**config.mk**
```make
export PLATFORM = sky130hd
export DESIGN_NAME = id_stage
export DESIGN_NICKNAME = d
export VERILOG_FILES = /design/src/rtl/id_stage.sv
export SDC_FILE = /design/constraint.sdc
export NUM_CORES = 1
export LEC_CHECK = 0
export CAP_MARGIN = 30
export CELL_PAD_IN_SITES_DETAIL_PLACEMENT = 0
export CELL_PAD_IN_SITES_GLOBAL_PLACEMENT = 1
export CORE_ASPECT_RATIO = 0.6
export CORE_UTILIZATION = 35
export DETAILED_ROUTE_END_ITERATION = 6
export PLACE_DENSITY_LB_ADDON = 0.25
export SYNTH_ARGS = -nofsm -noshare
export SYNTH_HDL_FRONTEND = slang
export SYNTH_SLANG_ARGS = --single-unit
```
**constraint.sdc**
```tcl
create_clock -name clk -period 3.35 [get_ports clk]
set_clock_uncertainty 0.15 [all_clocks]
set_input_delay 0.5025 -clock clk [delete_from_list [all_inputs] [get_ports clk]]
set_output_delay 0.5025 -clock clk [all_outputs]
set_load 0.02 [all_outputs]
```
**src/rtl/id_stage.sv**
```systemverilog
// rtl/id_stage.sv - registered RV32I/RV32E decode stage with valid/ready handshake and load-use stall
module id_stage #(
  parameter int XLEN     = 32,
  parameter bit RV32E    = 1'b0,
  parameter int ALU_OP_W = 6
) (
  input  logic                clk,
  input  logic                rst_n,
  input  logic                flush,
  input  logic                in_valid,
  output logic                in_ready,
  input  logic [31:0]         in_inst,
  input  logic [XLEN-1:0]     in_pc,
  output logic                out_valid,
  input  logic                out_ready,
  output logic [XLEN-1:0]     out_pc,
  output logic [ALU_OP_W-1:0] out_alu_op,
  output logic [4:0]          out_rs1,
  output logic [4:0]          out_rs2,
  output logic [4:0]          out_rd,
  output logic                out_read_reg1,
  output logic                out_read_reg2,
  output logic                out_write_reg,
  output logic                out_read_mem,
  output logic                out_write_mem,
  output logic [1:0]          out_mem_size,
  output logic                out_mem_unsigned,
  output logic                out_alu_src_imm,
  output logic [XLEN-1:0]     out_imm,
  output logic                out_illegal,
  output logic                hazard_stall
);

  localparam logic [6:0] OPC_OP     = 7'b0110011;
  localparam logic [6:0] OPC_OP_IMM = 7'b0010011;
  localparam logic [6:0] OPC_LOAD   = 7'b0000011;
  localparam logic [6:0] OPC_STORE  = 7'b0100011;
  localparam logic [6:0] OPC_BRANCH = 7'b1100011;
  localparam logic [6:0] OPC_JAL    = 7'b1101111;
  localparam logic [6:0] OPC_JALR   = 7'b1100111;
  localparam logic [6:0] OPC_LUI    = 7'b0110111;
  localparam logic [6:0] OPC_AUIPC  = 7'b0010111;

  localparam logic [4:0] ALU_ADD   = 5'd1;
  localparam logic [4:0] ALU_SUB   = 5'd2;
  localparam logic [4:0] ALU_SLL   = 5'd3;
  localparam logic [4:0] ALU_XOR   = 5'd4;
  localparam logic [4:0] ALU_SRL   = 5'd5;
  localparam logic [4:0] ALU_OR    = 5'd6;
  localparam logic [4:0] ALU_AND   = 5'd7;
  localparam logic [4:0] ALU_LOAD  = 5'd8;
  localparam logic [4:0] ALU_ADDI  = 5'd9;
  localparam logic [4:0] ALU_STORE = 5'd10;
  localparam logic [4:0] ALU_BEQ   = 5'd11;
  localparam logic [4:0] ALU_BLT   = 5'd12;
  localparam logic [4:0] ALU_BGE   = 5'd13;
  localparam logic [4:0] ALU_JAL   = 5'd14;
  localparam logic [4:0] ALU_SLT   = 5'd15;
  localparam logic [4:0] ALU_SLTU  = 5'd16;
  localparam logic [4:0] ALU_SRA   = 5'd17;
  localparam logic [4:0] ALU_LUI   = 5'd18;
  localparam logic [4:0] ALU_AUIPC = 5'd19;
  localparam logic [4:0] ALU_JALR  = 5'd20;
  localparam logic [4:0] ALU_BNE   = 5'd21;
  localparam logic [4:0] ALU_BLTU  = 5'd22;
  localparam logic [4:0] ALU_BGEU  = 5'd23;

  logic [6:0]      w_opcode;
  logic [2:0]      w_f3;
  logic [6:0]      w_f7;
  logic [XLEN-1:0] w_imm_i;
  logic [XLEN-1:0] w_imm_s;
  logic [XLEN-1:0] w_imm_b;
  logic [XLEN-1:0] w_imm_j;
  logic [XLEN-1:0] w_imm_u;
  logic [XLEN-1:0] w_imm_sh;

  logic [4:0]      w_op;
  logic            w_r1;
  logic            w_r2;
  logic            w_wr;
  logic            w_rm;
  logic            w_wm;
  logic [1:0]      w_sz;
  logic            w_us;
  logic            w_si;
  logic [XLEN-1:0] w_imm;
  logic            w_ill;
  logic [4:0]      w_rs1;
  logic [4:0]      w_rs2;
  logic [4:0]      w_rd;
  logic            w_xfer_in;
  logic            w_xfer_out;

  logic                r_valid;
  logic [XLEN-1:0]     r_pc;
  logic [ALU_OP_W-1:0] r_alu_op;
  logic [4:0]          r_rs1;
  logic [4:0]          r_rs2;
  logic [4:0]          r_rd;
  logic                r_read_reg1;
  logic                r_read_reg2;
  logic                r_write_reg;
  logic                r_read_mem;
  logic                r_write_mem;
  logic [1:0]          r_mem_size;
  logic                r_mem_unsigned;
  logic                r_alu_src_imm;
  logic [XLEN-1:0]     r_imm;
  logic                r_illegal;

  assign w_opcode = in_inst[6:0];
  assign w_f3     = in_inst[14:12];
  assign w_f7     = in_inst[31:25];

  assign w_imm_i  = XLEN'($signed(in_inst[31:20]));
  assign w_imm_s  = XLEN'($signed({in_inst[31:25], in_inst[11:7]}));
  assign w_imm_b  = XLEN'($signed({in_inst[31], in_inst[7], in_inst[30:25], in_inst[11:8], 1'b0}));
  assign w_imm_j  = XLEN'($signed({in_inst[31], in_inst[19:12], in_inst[20], in_inst[30:21], 1'b0}));
  assign w_imm_u  = XLEN'($signed({in_inst[31:12], 12'b0}));
  assign w_imm_sh = XLEN'(in_inst[24:20]);

  always_comb begin
    w_op  = 5'd0;
    w_r1  = 1'b0;
    w_r2  = 1'b0;
    w_wr  = 1'b0;
    w_rm  = 1'b0;
    w_wm  = 1'b0;
    w_sz  = 2'd0;
    w_us  = 1'b0;
    w_si  = 1'b0;
    w_imm = '0;
    w_ill = 1'b0;
    case (w_opcode)
      OPC_OP: begin
        w_r1 = 1'b1;
        w_r2 = 1'b1;
        w_wr = 1'b1;
        if (w_f7 == 7'h00) begin
          case (w_f3)
            3'b000:  w_op = ALU_ADD;
            3'b001:  w_op = ALU_SLL;
            3'b010:  w_op = ALU_SLT;
            3'b011:  w_op = ALU_SLTU;
            3'b100:  w_op = ALU_XOR;
            3'b101:  w_op = ALU_SRL;
            3'b110:  w_op = ALU_OR;
            default: w_op = ALU_AND;
          endcase
        end else if (w_f7 == 7'h20 && w_f3 == 3'b000) begin
          w_op = ALU_SUB;
        end else if (w_f7 == 7'h20 && w_f3 == 3'b101) begin
          w_op = ALU_SRA;
        end else begin
          w_ill = 1'b1;
        end
      end
      OPC_OP_IMM: begin
        w_r1  = 1'b1;
        w_wr  = 1'b1;
        w_si  = 1'b1;
        w_imm = w_imm_i;
        case (w_f3)
          3'b000:  w_op = ALU_ADDI;
          3'b001: begin
            w_op  = ALU_SLL;
            w_imm = w_imm_sh;
          end
          3'b010:  w_op = ALU_SLT;
          3'b011:  w_op = ALU_SLTU;
          3'b100:  w_op = ALU_XOR;
          3'b101: begin
            w_op  = in_inst[30] ? ALU_SRA : ALU_SRL;
            w_imm = w_imm_sh;
          end
          3'b110:  w_op = ALU_OR;
          default: w_op = ALU_AND;
        endcase
      end
      OPC_LOAD: begin
        w_r1  = 1'b1;
        w_wr  = 1'b1;
        w_rm  = 1'b1;
        w_si  = 1'b1;
        w_op  = ALU_LOAD;
        w_imm = w_imm_i;
        w_sz  = w_f3[1:0];
        w_us  = w_f3[2];
        w_ill = (w_f3 == 3'b011) || (w_f3 == 3'b110) || (w_f3 == 3'b111);
      end
      OPC_STORE: begin
        w_r1  = 1'b1;
        w_r2  = 1'b1;
        w_wm  = 1'b1;
        w_si  = 1'b1;
        w_op  = ALU_STORE;
        w_imm = w_imm_s;
        w_sz  = w_f3[1:0];
        w_ill = (w_f3 > 3'd2);
      end
      OPC_BRANCH: begin
        w_r1  = 1'b1;
        w_r2  = 1'b1;
        w_imm = w_imm_b;
        case (w_f3)
          3'b000:  w_op = ALU_BEQ;
          3'b001:  w_op = ALU_BNE;
          3'b100:  w_op = ALU_BLT;
          3'b101:  w_op = ALU_BGE;
          3'b110:  w_op = ALU_BLTU;
          3'b111:  w_op = ALU_BGEU;
          default: w_ill = 1'b1;
        endcase
      end
      OPC_JAL: begin
        w_wr  = 1'b1;
        w_si  = 1'b1;
        w_op  = ALU_JAL;
        w_imm = w_imm_j;
      end
      OPC_JALR: begin
        w_r1  = 1'b1;
        w_wr  = 1'b1;
        w_si  = 1'b1;
        w_op  = ALU_JALR;
        w_imm = w_imm_i;
        w_ill = (w_f3 != 3'b000);
      end
      OPC_LUI: begin
        w_wr  = 1'b1;
        w_si  = 1'b1;
        w_op  = ALU_LUI;
        w_imm = w_imm_u;
      end
      OPC_AUIPC: begin
        w_wr  = 1'b1;
        w_si  = 1'b1;
        w_op  = ALU_AUIPC;
        w_imm = w_imm_u;
      end
      default: w_ill = 1'b1;
    endcase
    // RV32E only has x0..x15; any enabled index with bit 4 set is out of range
    if (RV32E && ((w_r1 && in_inst[19]) || (w_r2 && in_inst[24]) || (w_wr && in_inst[11]))) begin
      w_ill = 1'b1;
    end
    if (w_ill) begin
      w_op  = 5'd0;
      w_r1  = 1'b0;
      w_r2  = 1'b0;
      w_wr  = 1'b0;
      w_rm  = 1'b0;
      w_wm  = 1'b0;
      w_sz  = 2'd0;
      w_us  = 1'b0;
      w_si  = 1'b0;
      w_imm = '0;
    end
  end

  assign w_rs1 = w_r1 ? in_inst[19:15] : 5'd0;
  assign w_rs2 = w_r2 ? in_inst[24:20] : 5'd0;
  assign w_rd  = w_wr ? in_inst[11:7]  : 5'd0;

  // Stall only against a valid load in the output register that writes a register we read
  assign hazard_stall = in_valid && r_valid && r_read_mem && (r_rd != 5'd0) &&
                        ((w_r1 && (w_rs1 == r_rd)) || (w_r2 && (w_rs2 == r_rd)));
  assign in_ready     = !flush && !hazard_stall && (!r_valid || out_ready);
  assign w_xfer_in    = in_valid && in_ready;
  assign w_xfer_out   = r_valid && out_ready;

  always_ff @(posedge clk) begin
    if (!rst_n) begin
      r_valid        <= 1'b0;
      r_pc           <= '0;
      r_alu_op       <= '0;
      r_rs1          <= 5'd0;
      r_rs2          <= 5'd0;
      r_rd           <= 5'd0;
      r_read_reg1    <= 1'b0;
      r_read_reg2    <= 1'b0;
      r_write_reg    <= 1'b0;
      r_read_mem     <= 1'b0;
      r_write_mem    <= 1'b0;
      r_mem_size     <= 2'd0;
      r_mem_unsigned <= 1'b0;
      r_alu_src_imm  <= 1'b0;
      r_imm          <= '0;
      r_illegal      <= 1'b0;
    end else if (flush) begin
      r_valid <= 1'b0;
    end else if (w_xfer_in) begin
      r_valid        <= 1'b1;
      r_pc           <= in_pc;
      r_alu_op       <= ALU_OP_W'(w_op);
      r_rs1          <= w_rs1;
      r_rs2          <= w_rs2;
      r_rd           <= w_rd;
      r_read_reg1    <= w_r1;
      r_read_reg2    <= w_r2;
      r_write_reg    <= w_wr;
      r_read_mem     <= w_rm;
      r_write_mem    <= w_wm;
      r_mem_size     <= w_sz;
      r_mem_unsigned <= w_us;
      r_alu_src_imm  <= w_si;
      r_imm          <= w_imm;
      r_illegal      <= w_ill;
    end else if (w_xfer_out) begin
      r_valid <= 1'b0;
    end
  end

  assign out_valid        = r_valid;
  assign out_pc           = r_pc;
  assign out_alu_op       = r_alu_op;
  assign out_rs1          = r_rs1;
  assign out_rs2          = r_rs2;
  assign out_rd           = r_rd;
  assign out_read_reg1    = r_read_reg1;
  assign out_read_reg2    = r_read_reg2;
  assign out_write_reg    = r_write_reg;
  assign out_read_mem     = r_read_mem;
  assign out_write_mem    = r_write_mem;
  assign out_mem_size     = r_mem_size;
  assign out_mem_unsigned = r_mem_unsigned;
  assign out_alu_src_imm  = r_alu_src_imm;
  assign out_imm          = r_imm;
  assign out_illegal      = r_illegal;

endmodule

```
==> metrics list <==
* Area growth from synthesis to layout: 50.0%
* Die footprint: 0.0145 sq mm
- In this run the number of H-tree levels came out at 3.
- DP Wirelength: 14,200 um
- Count of state elements after synthesis: 95
- The share of total power dissipated in sequential elements is 0.419.
* Number of CTS-inserted buffers: 9
- Mux contribution to synthesized area: 0.0286
- From bottom edge to top edge, the die measures 93.7 um.
- In the finished design, the share of the clock period the worst path needs comes to 0.955.
- For the pin with the worst max-slew slack, the measured transition is 0.850 ns.
* Required time of the critical path: 2.70 ns
* Slack of the critical path: 0.152 ns
* Highest achievable clock rate: 313 MHz
* Crit Path Category: input pin to primary output
- Port buffering added 165 buffers.
- Sequential area share after synthesis: 0.388
- After detailed routing, the number of vias per cell comes to 5.42.
* Worst rel slew slack: 0.433
* Net Sw Frac: 0.251
- The finished cells cover 0.00735 sq mm.
* Switching power: 0.000694 W
- The share of the synthesized area in compound gates (AO/OA/AOI/OAI) was 0.284.
- Count of nets left with antenna violations after detail routing: 0
* Part of the power in the clock network: 0.430
* Number of hold buffers added after cts: 0
- Count of max-cap constraint violations: 0
- Number of enable-type register cells in the synthesized netlist: 0
- In the synthesized netlist the dominant register cell turns out to be sky130_fd_sc_hd__dfxtp_1.
- The number of global-route vias before repair is 4,835.
- In the final layout, the share of cells above drive strength 1 is 0.118.
* Total negative setup slack: 0 ns
* Total inserted antenna cells: 0
- The initial antenna violation count was 0.
* Clock tree from TritonCTS: built
* Final hold vios: 0
* Starting Density: 0.359
* Number of sinks handled by clock tree synthesis: 95
* RSZ-0062 raised after global routing: no
* Routed via count: 5,321
- Main combinational cell family by area after synthesis: compound AO/OA/AOI/OAI gates
* Share of the synthesized netlist area taken by xor and xnor gates: 0.0197
* Number of setup violations in the final report: 0
- In this run the deepest clock path goes through 2 buffers.
* R2r setup slk: 0.71 ns
- Of the total synthesized cell area, the portion taken by AND, OR, NAND and NOR gates is 0.221.
* Top-level I/O count: 167
* Gp weighted congestion: 0.906
- Number of gates resized after CTS: 2
- In the final routed layout, each cell accounts on average for 19.5 um.
- The clock reaches the later pin of the worst-skew pair after 0.34 ns.
- After floorplanning, the core was sized to cover 0.0137 sq mm.
- For this run, the number of Yosys warnings is 0.
* Final global-route overflow total: 0
* Adder-cell share of the synthesized area: 0
- Async set or reset register ratio after synthesis: 0
- At the worst endpoint, the arrival time is 2.55 ns.
- Number of buffers inserted by post-CTS setup repair: 0
- The flow ran to the end, and the final reports show no timing, DRC or antenna violations.
- The share of synthesized area in the top cell type comes to 0.388.
- Summed over all instances, the cell type with the most area after synthesis is sky130_fd_sc_hd__dfxtp_1.
- Maximum number of pins on one net before global-route repair: 81
* Met1 wire length: 9930 um
- The first global-routing pass estimated 28,900 um of wire.
* Root buffer cell: sky130_fd_sc_hd__clkbuf_16
- Startpoint type of the worst setup path: input pin
- Wires add up to 19,100 um.
* Mean Syn Cell Area: 8.06 sq um
- Number of distinct library cells after synthesis: 60
* Top fanout value on the critical path: 4
- GR Util All Layers: 0.263
- Biggest area contributors in the synthesized netlist: sky130_fd_sc_hd__dfxtp_1 (39%), sky130_fd_sc_hd__a21oi_1 (8.0%), sky130_fd_sc_hd__a31o_1 (5.5%)
- The routed design uses 7620 um of met2 wire.
- The analysis attributes to cell leakage a power of 2.78 nW.
- Of the total power, combinational logic draws 0.151.
* Type of destination of the critical path: primary output
- After layout, the minimum clock period comes to 3.20 ns.
- Die Width: 155 um
- Worst slack at placement: -0.114 ns
* Met3 Wirelength: 1470 um
- Highest metal layer with signal wires: met4
* Register clock-pin slew on the reported worst setup and hold paths: 0.07 ns
* Worst hold path class: flip-flop to flip-flop
- Post-Syn Nets: 677
- Row generation in the floorplan step produced 33 rows.
- Hold timing on the final database bottoms out at a slack of 0.299 ns.
- The first routing iteration left 503 violations.
- The final layout contains 855 nets.
- Summing all placed instances gives a cell area of 0.00701 sq mm.
- For this design the ratio of total power to cell area is 377 mW/mm^2.
- Cell Area, Synth: 0.00490 sq mm
- Fill cells in the final layout number 1,286.
- Pint: 0.00208 W
- The first detailed-routing pass ran for 5 iterations.
- Across the VDD grid, the largest voltage drop is 0.000273 V.
- For this run, design rule violations remaining after detail routing come to 0.
- Synthesized instance count: 608
* Pins Over Slew Limit: 0
## routing by layer
metal,GRT usage,up-vias
met5,0,-
met4,0.0421,0
met3,0.0567,7
met2,0.351,211
met1,0.420,2555
li1,-,2548
## per-stage QoR
step | total power (W) | util | instances
floorplan | 0.00137 | - | 608
global placement | 0.00160 | 0.513 | 966
detailed placement | 0.00160 | 0.513 | 966
CTS | 0.00279 | 0.537 | 981
global route | 0.00286 | 0.538 | 982
finish | 0.00277 | 0.538 | 982
## kinds of logic after synthesis
logic type	Yosys count
other cells	1
xor+xnor	11
compound gates	217
simple gates	203
buf+inv	67
mux	14
flops	95
## synth_stat cells, drive strengths merged, types with 3 or more instances
cell type / number
a21o: 20
a31o: 32
and3: 7
nor2: 20
a22o: 4
dfxtp: 95
o31ai: 3
o211ai: 3
clkbuf: 43
a21oi: 79
xor2: 3
nand3: 47
xnor2: 8
nand3b: 6
nor2b: 7
nand2b: 5
buf: 17
nor4: 4
inv: 6
mux2i: 14
nor3: 8
o21ai: 60
nand4: 14
nand2: 71
nor3b: 3
a22oi: 3
## worst max-delay path, stage by stage
cell and delay (ns):
sky130_fd_sc_hd__clkdlybuf4s50_1 0.47, sky130_fd_sc_hd__or2_1 0.34, sky130_fd_sc_hd__nor3_4 0.29, sky130_fd_sc_hd__a22oi_1 0.20, sky130_fd_sc_hd__o2111ai_4 0.16, sky130_fd_sc_hd__inv_4 0.06, sky130_fd_sc_hd__nor3_1 0.16, sky130_fd_sc_hd__dlygate4sd2_1 0.35
## power by group through the flow
stage	Combinational [W]	Clock, W	Sequential, W
6_report	0.000419	0.00119	0.00116
5_1_grt	0.000444	0.00125	0.00116
4_1_cts	0.000415	0.00121	0.00116
3_5_place_dp	0.000413	0	0.00119
3_3_place_gp	0.000414	0	0.00118
2_1_floorplan	0.000160	0	0.00121
## cells in the final DEF, fill, tap and decap left out, types with 7 or more instances in the layout
master,count
sky130_fd_sc_hd__nand4_1,14
sky130_fd_sc_hd__and3_1,7
sky130_fd_sc_hd__a31o_1,31
sky130_fd_sc_hd__xnor2_1,8
sky130_fd_sc_hd__nor2b_1,7
sky130_fd_sc_hd__nor2_1,19
sky130_fd_sc_hd__nand3_1,47
sky130_fd_sc_hd__clkdlybuf4s50_1,162
sky130_fd_sc_hd__clkbuf_16,9
sky130_fd_sc_hd__a21o_1,20
sky130_fd_sc_hd__o21ai_0,15
sky130_fd_sc_hd__buf_4,60
sky130_fd_sc_hd__nand2_1,71
sky130_fd_sc_hd__a21oi_1,78
sky130_fd_sc_hd__mux2i_1,14
sky130_fd_sc_hd__dfxtp_1,95
sky130_fd_sc_hd__o21ai_1,45
sky130_fd_sc_hd__nor3_1,7
## path summary, 6_finish.rpt
| path | start | cells past startpoint | end |
|---|---|---|---|
| worst max-delay path | in_inst[2] | 8 | in_ready |
| worst min-delay path | out_rs2[2] | 2 | out_rs2[2] |
| worst max register to register | out_rd[0] | 9 | out_rd[1] |
| worst min register to register | out_rs2[2] | 2 | out_rs2[2] |
## area by class of cell
class                   count  area [sq um]  area share
clock buffers               9           225      0.0306
clock inverters             6           115      0.0157
inverters                   7          28.8     0.00391
multi-input cells         446          2720       0.370
flip-flops and latches     95          1900       0.259
well taps                 192           240      0.0327
repair buffers            227          2120       0.289
(Power assumes the default switching activity.)
==> RTL edit 1 (same flow settings) <==
`RV32E`: 1'b0 -> 1'b1.
--- a/src/rtl/id_stage.sv
+++ b/src/rtl/id_stage.sv
@@ -3,3 +3,3 @@
   parameter int XLEN     = 32,
-  parameter bit RV32E    = 1'b0,
+  parameter bit RV32E    = 1'b1,
   parameter int ALU_OP_W = 6
Function: changed (a bounded check fails within 4 cycles, from zero or initial values and one cycle with rst_n low).
==> RTL edit 1 against the unedited design <==
- first-iteration DRC count is 31% lower
- routed wire length is 17% lower
- worst setup slack worse by 0.033 ns
- final area is 2.6% lower
- critical path type unchanged
- area after synthesis is 7.3% lower
- critical path depth stayed put
- power is 6.8% lower
- sequential cell count stayed put
==> RTL edit 1: results (changes against the unedited design) <==
Parameter                              Value

Outcome
  Status    complete, no violations

Synth
  Nets in the synthesized netlist    569 (-16%)
  YS warnings    0 (unchanged)
  Top cells by area in the synthesized netlist    sky130_fd_sc_hd__dfxtp_1, sky130_fd_sc_hd__mux2i_1, sky130_fd_sc_hd__nand2_1
  Synth Instances    500 (-18%)
  Most frequent cells after synthesis    sky130_fd_sc_hd__dfxtp_1, sky130_fd_sc_hd__nand2_1, sky130_fd_sc_hd__mux2i_1, sky130_fd_sc_hd__a21oi_1, sky130_fd_sc_hd__clkbuf_1
  Count of unique library cells instantiated by Yosys    58 (-3.3%)
  Share of synthesized area occupied by flip-flops and latches    0.418 (+0.0303)
  Share of Yosys cell area claimed by the top area cell type    0.418 (+0.0303)

Routing
  Number of search-and-repair iterations in the first detailed-routing pass    5 (unchanged)
  Total via count in the routed design    4,612 (-13%)
  WL/cell    18.1 µm (-6.9%)
  Aggregate routed wire length    15.9 mm (-17%)
  1st-iter DRT viols    346 (-31%)

Layout
  Fraction of layout cells with a size suffix above 1    0.175 (+0.0576)
  Count of fill cells added during filler insertion    1,087 (-15%)
  Layout Nets    777 (-9.1%)

Global routing
  Global routing usage summed across all routing layers    0.238 (-0.0250)
  Via count of the first global-routing pass    4,481 (-7.3%)
  Largest net degree at the start of global routing    80 (-1.2%)
  Wire length of the first global-routing pass    24.8 mm (-14%)

Worst setup path
  Peak per-stage delay on the critical path    0.44 ns (-0.03 ns)
  Cell family contributing the most delay on the critical path    buffers and inverters
  WP data arrival    2.58 ns (+0.03 ns)
  Largest fanout of any net on the critical path    3 (-1)

Power and ir drop
  VDD IR-drop max    258 µV (-5.3%)
  Reported net switching power    690 µW (-0.61%)
  Leakage power    2.69 nW (-3.4%)

Placed design
  Post-DP HPWL    12.2 mm (-14%)
  Last weighted congestion value of the routability-driven placer    0.889 (-1.9%)
  Placed instance area    0.00683 mm² (-2.4%)
  Number of cells in the design after placement    861 (-11%)
  Pre-CTS setup slack    -0.505 ns (-0.390 ns)

Timing
  Actual slew at the worst max-slew pin    0.739 ns (-0.110 ns)

Clock network
  CTS root buf    sky130_fd_sc_hd__clkbuf_16
RTL edit 1: cell types whose count changed in the layout (fill, tap and decap cells not counted), moves of 16 or more:
| cell | delta |
|---|---|
| sky130_fd_sc_hd__a21oi_1 | -47 |
| sky130_fd_sc_hd__a31o_1 | -31 |
| sky130_fd_sc_hd__nand3_1 | -30 |
| sky130_fd_sc_hd__mux2i_1 | +23 |
| sky130_fd_sc_hd__a21o_1 | -20 |
| sky130_fd_sc_hd__o2bb2ai_2 | +20 |
| sky130_fd_sc_hd__o21ai_1 | -34 |
| sky130_fd_sc_hd__nand2_1 | +16 |
RTL edit 1: final cells by class:
| type | instances | area [µm²] | area share |
|---|---|---|---|
| clock buffer | 10 | 239 | 0.0334 |
| sequential | 95 | 1900 | 0.266 |
| multi-input combinational | 354 | 2450 | 0.342 |
| inverter | 8 | 30.0 | 0.00419 |
| timing repair buffer | 240 | 2290 | 0.319 |
| clock inverter | 6 | 51.3 | 0.00716 |
| tap | 165 | 206 | 0.0288 |
RTL edit 1: power by group through the flow:
stage          Clock, mW  Combinational (mW)  Sequential [mW]
5_1_grt             1.09               0.435             1.16
3_3_place_gp           0               0.399             1.19
3_5_place_dp           0               0.403             1.19
2_1_floorplan          0               0.148             1.21
4_1_cts             1.04               0.404             1.16
6_report            1.01               0.408             1.16
RTL edit 1: worst register-to-register path, delay by kind of cell, from the launching register on:
family          cells  cell delay (ns)
compound gates      3             0.86
xor+xnor            1             0.11
buf+inv             3             0.56
flops               1             0.48
simple gates        2             0.34
RTL edit 1: cells by family after synthesis:
| kind of cell | count (synthesis) | synth area share |
|---|---|---|
| muxes | 37 | 0.0815 |
| AOI/OAI and AO/OA | 124 | 0.227 |
| buffers and inverters | 51 | 0.0537 |
| other | 1 | 0.000825 |
| xor gates and xnor gates | 10 | 0.0193 |
| and+or+nand+nor | 182 | 0.200 |
| DFF | 95 | 0.418 |
RTL edit 1: path summary, 6_finish.rpt:
path                            startpoint           end  slack (ns)  depth (start not counted)
worst min register to register  out_rs1[2]    out_rs1[2]        0.31                          2
worst max-delay path            in_inst[0]  hazard_stall        0.12                          8
worst max register to register   out_rd[3]    out_imm[7]        0.79                          9
worst min-delay path            out_rs1[2]    out_rs1[2]        0.31                          2
RTL edit 1: layer usage:
metal  share of wire  GRT usage  vias up
met4           0.011     0.0519        0
met2            0.40      0.328      165
met5               0          0        -
met3           0.065     0.0520       17
li1                -          -     2235
met1            0.52      0.368     2195
RTL edit 1: what timing repair did:
item                       CTS  global route
setup buffers                0             1
setup endpoints to repair    2             2
gates resized for setup     11            10
pin swaps                    0             7
==> RTL edit 2 (config.mk and constraints unchanged) <==
Made on the original files. Make the reset (`rst_n`) asynchronous in one clocked block.
--- a/src/rtl/id_stage.sv
+++ b/src/rtl/id_stage.sv
@@ -272,3 +272,3 @@
 
-  always_ff @(posedge clk) begin
+  always_ff @(posedge clk or negedge rst_n) begin
     if (!rst_n) begin
Behaviour: differs if rst_n is asserted again (counterexample within 4 cycles, from zero or initial values and one cycle with rst_n low); with rst_n held inactive, the same outputs for 4 cycles.
==> RTL edit 2 against the unedited design <==
- the flow now finishes with violations (negative hold slack)
- critical path type unchanged
- global-route usage decreased by 2.2 points
- worst setup slack lost 0.064 ns
- area after synthesis grew 3.7%
- final area increased by 5.0%
- die area increased by 3.7%
- routed wire length shrank 9.4%
- power is 7.6% higher
- sequential cell count unchanged
==> RTL edit 2: results (changes against the unedited design) <==
Parameter                              Value

Worst setup path
  Peak per-stage delay on the critical path    0.56 ns (+0.09 ns)
  Largest fanout of any net on the critical path    5 (+1)
  Cell at the slowest stage of the critical path    sky130_fd_sc_hd__or4_4
  Reg-to-Reg Start    out_rd[1]
  WP data arrival    2.61 ns (+0.06 ns)

Global routing
  Wire length of the first global-routing pass    26.9 mm (-6.7%)
  Largest net degree at the start of global routing    57 (-30%)

Power and ir drop
  Leakage power    3.16 nW (+14%)
  Sw Share    0.293 (+0.0422)
  VDD IR-drop max    224 µV (-18%)

Outcome
  Status    finished with violations
  Violated checks    negative hold slack

Synth
  Top cells by area in the synthesized netlist    sky130_fd_sc_hd__dfrtp_1, sky130_fd_sc_hd__mux2_4, sky130_fd_sc_hd__mux2_2
  Most frequent cells after synthesis    sky130_fd_sc_hd__dfrtp_1, sky130_fd_sc_hd__nand2_1, sky130_fd_sc_hd__o21ai_0, sky130_fd_sc_hd__mux2_4, sky130_fd_sc_hd__a21oi_1
  Nets in the synthesized netlist    546 (-19%)
  Share of synthesized area occupied by flip-flops and latches    0.468 (+0.0796)
  Share of cell area taken by muxes after synthesis    0.173 (+0.145)
  Share of async-settable or async-resettable flops after synthesis    1.00 (+1.00)

Hold path
  Worst hold path class    in2async

Timing
  Actual slew at the worst max-slew pin    0.639 ns (-0.211 ns)
  Hold_ws    -0.0177 ns (-0.317 ns)
  Final hold vios    14 (+14)

Routing
  1st-iter DRT viols    402 (-20%)
  WL/cell    19.6 µm (+0.63%)

Placed design
  Number of cells in the design after placement    866 (-10%)

Layout
  Count of fill cells added during filler insertion    1,255 (-2.4%)
==> RTL edit 2: cell types whose count changed in the layout (fill, tap and decap cells not counted), moves of 26 or more <==
| cell | unedited run | this run |
|---|---|---|
| sky130_fd_sc_hd__nand3_1 | 47 | 8 |
| sky130_fd_sc_hd__mux2_4 | 0 | 37 |
| sky130_fd_sc_hd__mux2_2 | 0 | 26 |
| sky130_fd_sc_hd__a21oi_1 | 78 | 35 |
| sky130_fd_sc_hd__o21ai_1 | 45 | 0 |
| sky130_fd_sc_hd__dfxtp_1 | 95 | 0 |
| sky130_fd_sc_hd__dfrtp_1 | 0 | 95 |
| sky130_fd_sc_hd__a31o_1 | 31 | 0 |
==> RTL edit 2: metrics by stage <==
step	instance area, µm²	setup TNS, ns	hold slack (ns)	util	setup WS, ns
3_5_place_dp	7370	-18.12	0.334	0.530	-0.424
5_1_grt	7710	0	0.0202	0.554	0.00386
6_report	7710	0	-0.0177	0.554	0.0878
4_1_cts	7710	0	0.00773	0.554	0.00123
2_1_floorplan	5080	0	0.0569	-	0.0840
3_3_place_gp	7370	-14.80	0.322	0.530	-0.382
==> RTL edit 2: final cells by class <==
cell class / instances / share of cell area
Inverter: 3 / 0.00146
Clock inverter: 7 / 0.0101
Clock buffer: 9 / 0.0292
Tap cell: 192 / 0.0311
Timing Repair Buffer: 241 / 0.293
Multi-Input combinational cell: 337 / 0.327
Sequential cell: 95 / 0.308
==> RTL edit 2: power groups by stage <==
stage	Clock [mW]	Combinational, mW	Sequential (mW)
CTS	1.06	0.681	1.27
detailed placement	0	0.677	1.29
global route	1.11	0.722	1.28
global placement	0	0.672	1.28
floorplan	0	0.207	1.38
finish	1.04	0.679	1.27
==> RTL edit 2: cell families after synthesis <==
family                    Yosys count
muxes                              66
xor gates and xnor gates           11
buffers and inverters              45
other                               1
and+or+nand+nor                   120
DFF                                95
AOI/OAI and AO/OA                 139
==> RTL edit 2: layer usage <==
metal | up-vias | wire length [µm]
met5 | - | 0
met4 | 0 | 102
met3 | 13 | 1350
met2 | 189 | 7020
met1 | 2272 | 8840
li1 | 2147 | -
==> RTL edit 2: critical path: cells and delay by family <==
family          cells  cell delay, ns
compound gates      2            0.40
buf+inv             3            0.86
simple gates        3            0.84
==> RTL edit 2: final timing paths <==
| path | endpoint | slack (ns) | depth (start not counted) |
|---|---|---|---|
| max | in_ready | 0.09 | 8 |
| min | out_pc[1] | -0.02 | 1 |
| max reg2reg | out_alu_op[3] | 0.34 | 8 |
| min reg2reg | out_imm[13] | 0.36 | 1 |
| max in group asynchronous | out_imm[6] | 2.25 | 2 |
| min in group clk | out_imm[13] | 0.36 | 1 |
==> RTL edit 2: repair_timing <==
action / CTS / global route
pin swaps: 1 / 1
resized for setup: 13 / 5
endpoints found under the setup margin: 2 / 61
setup buffers: 2 / 0
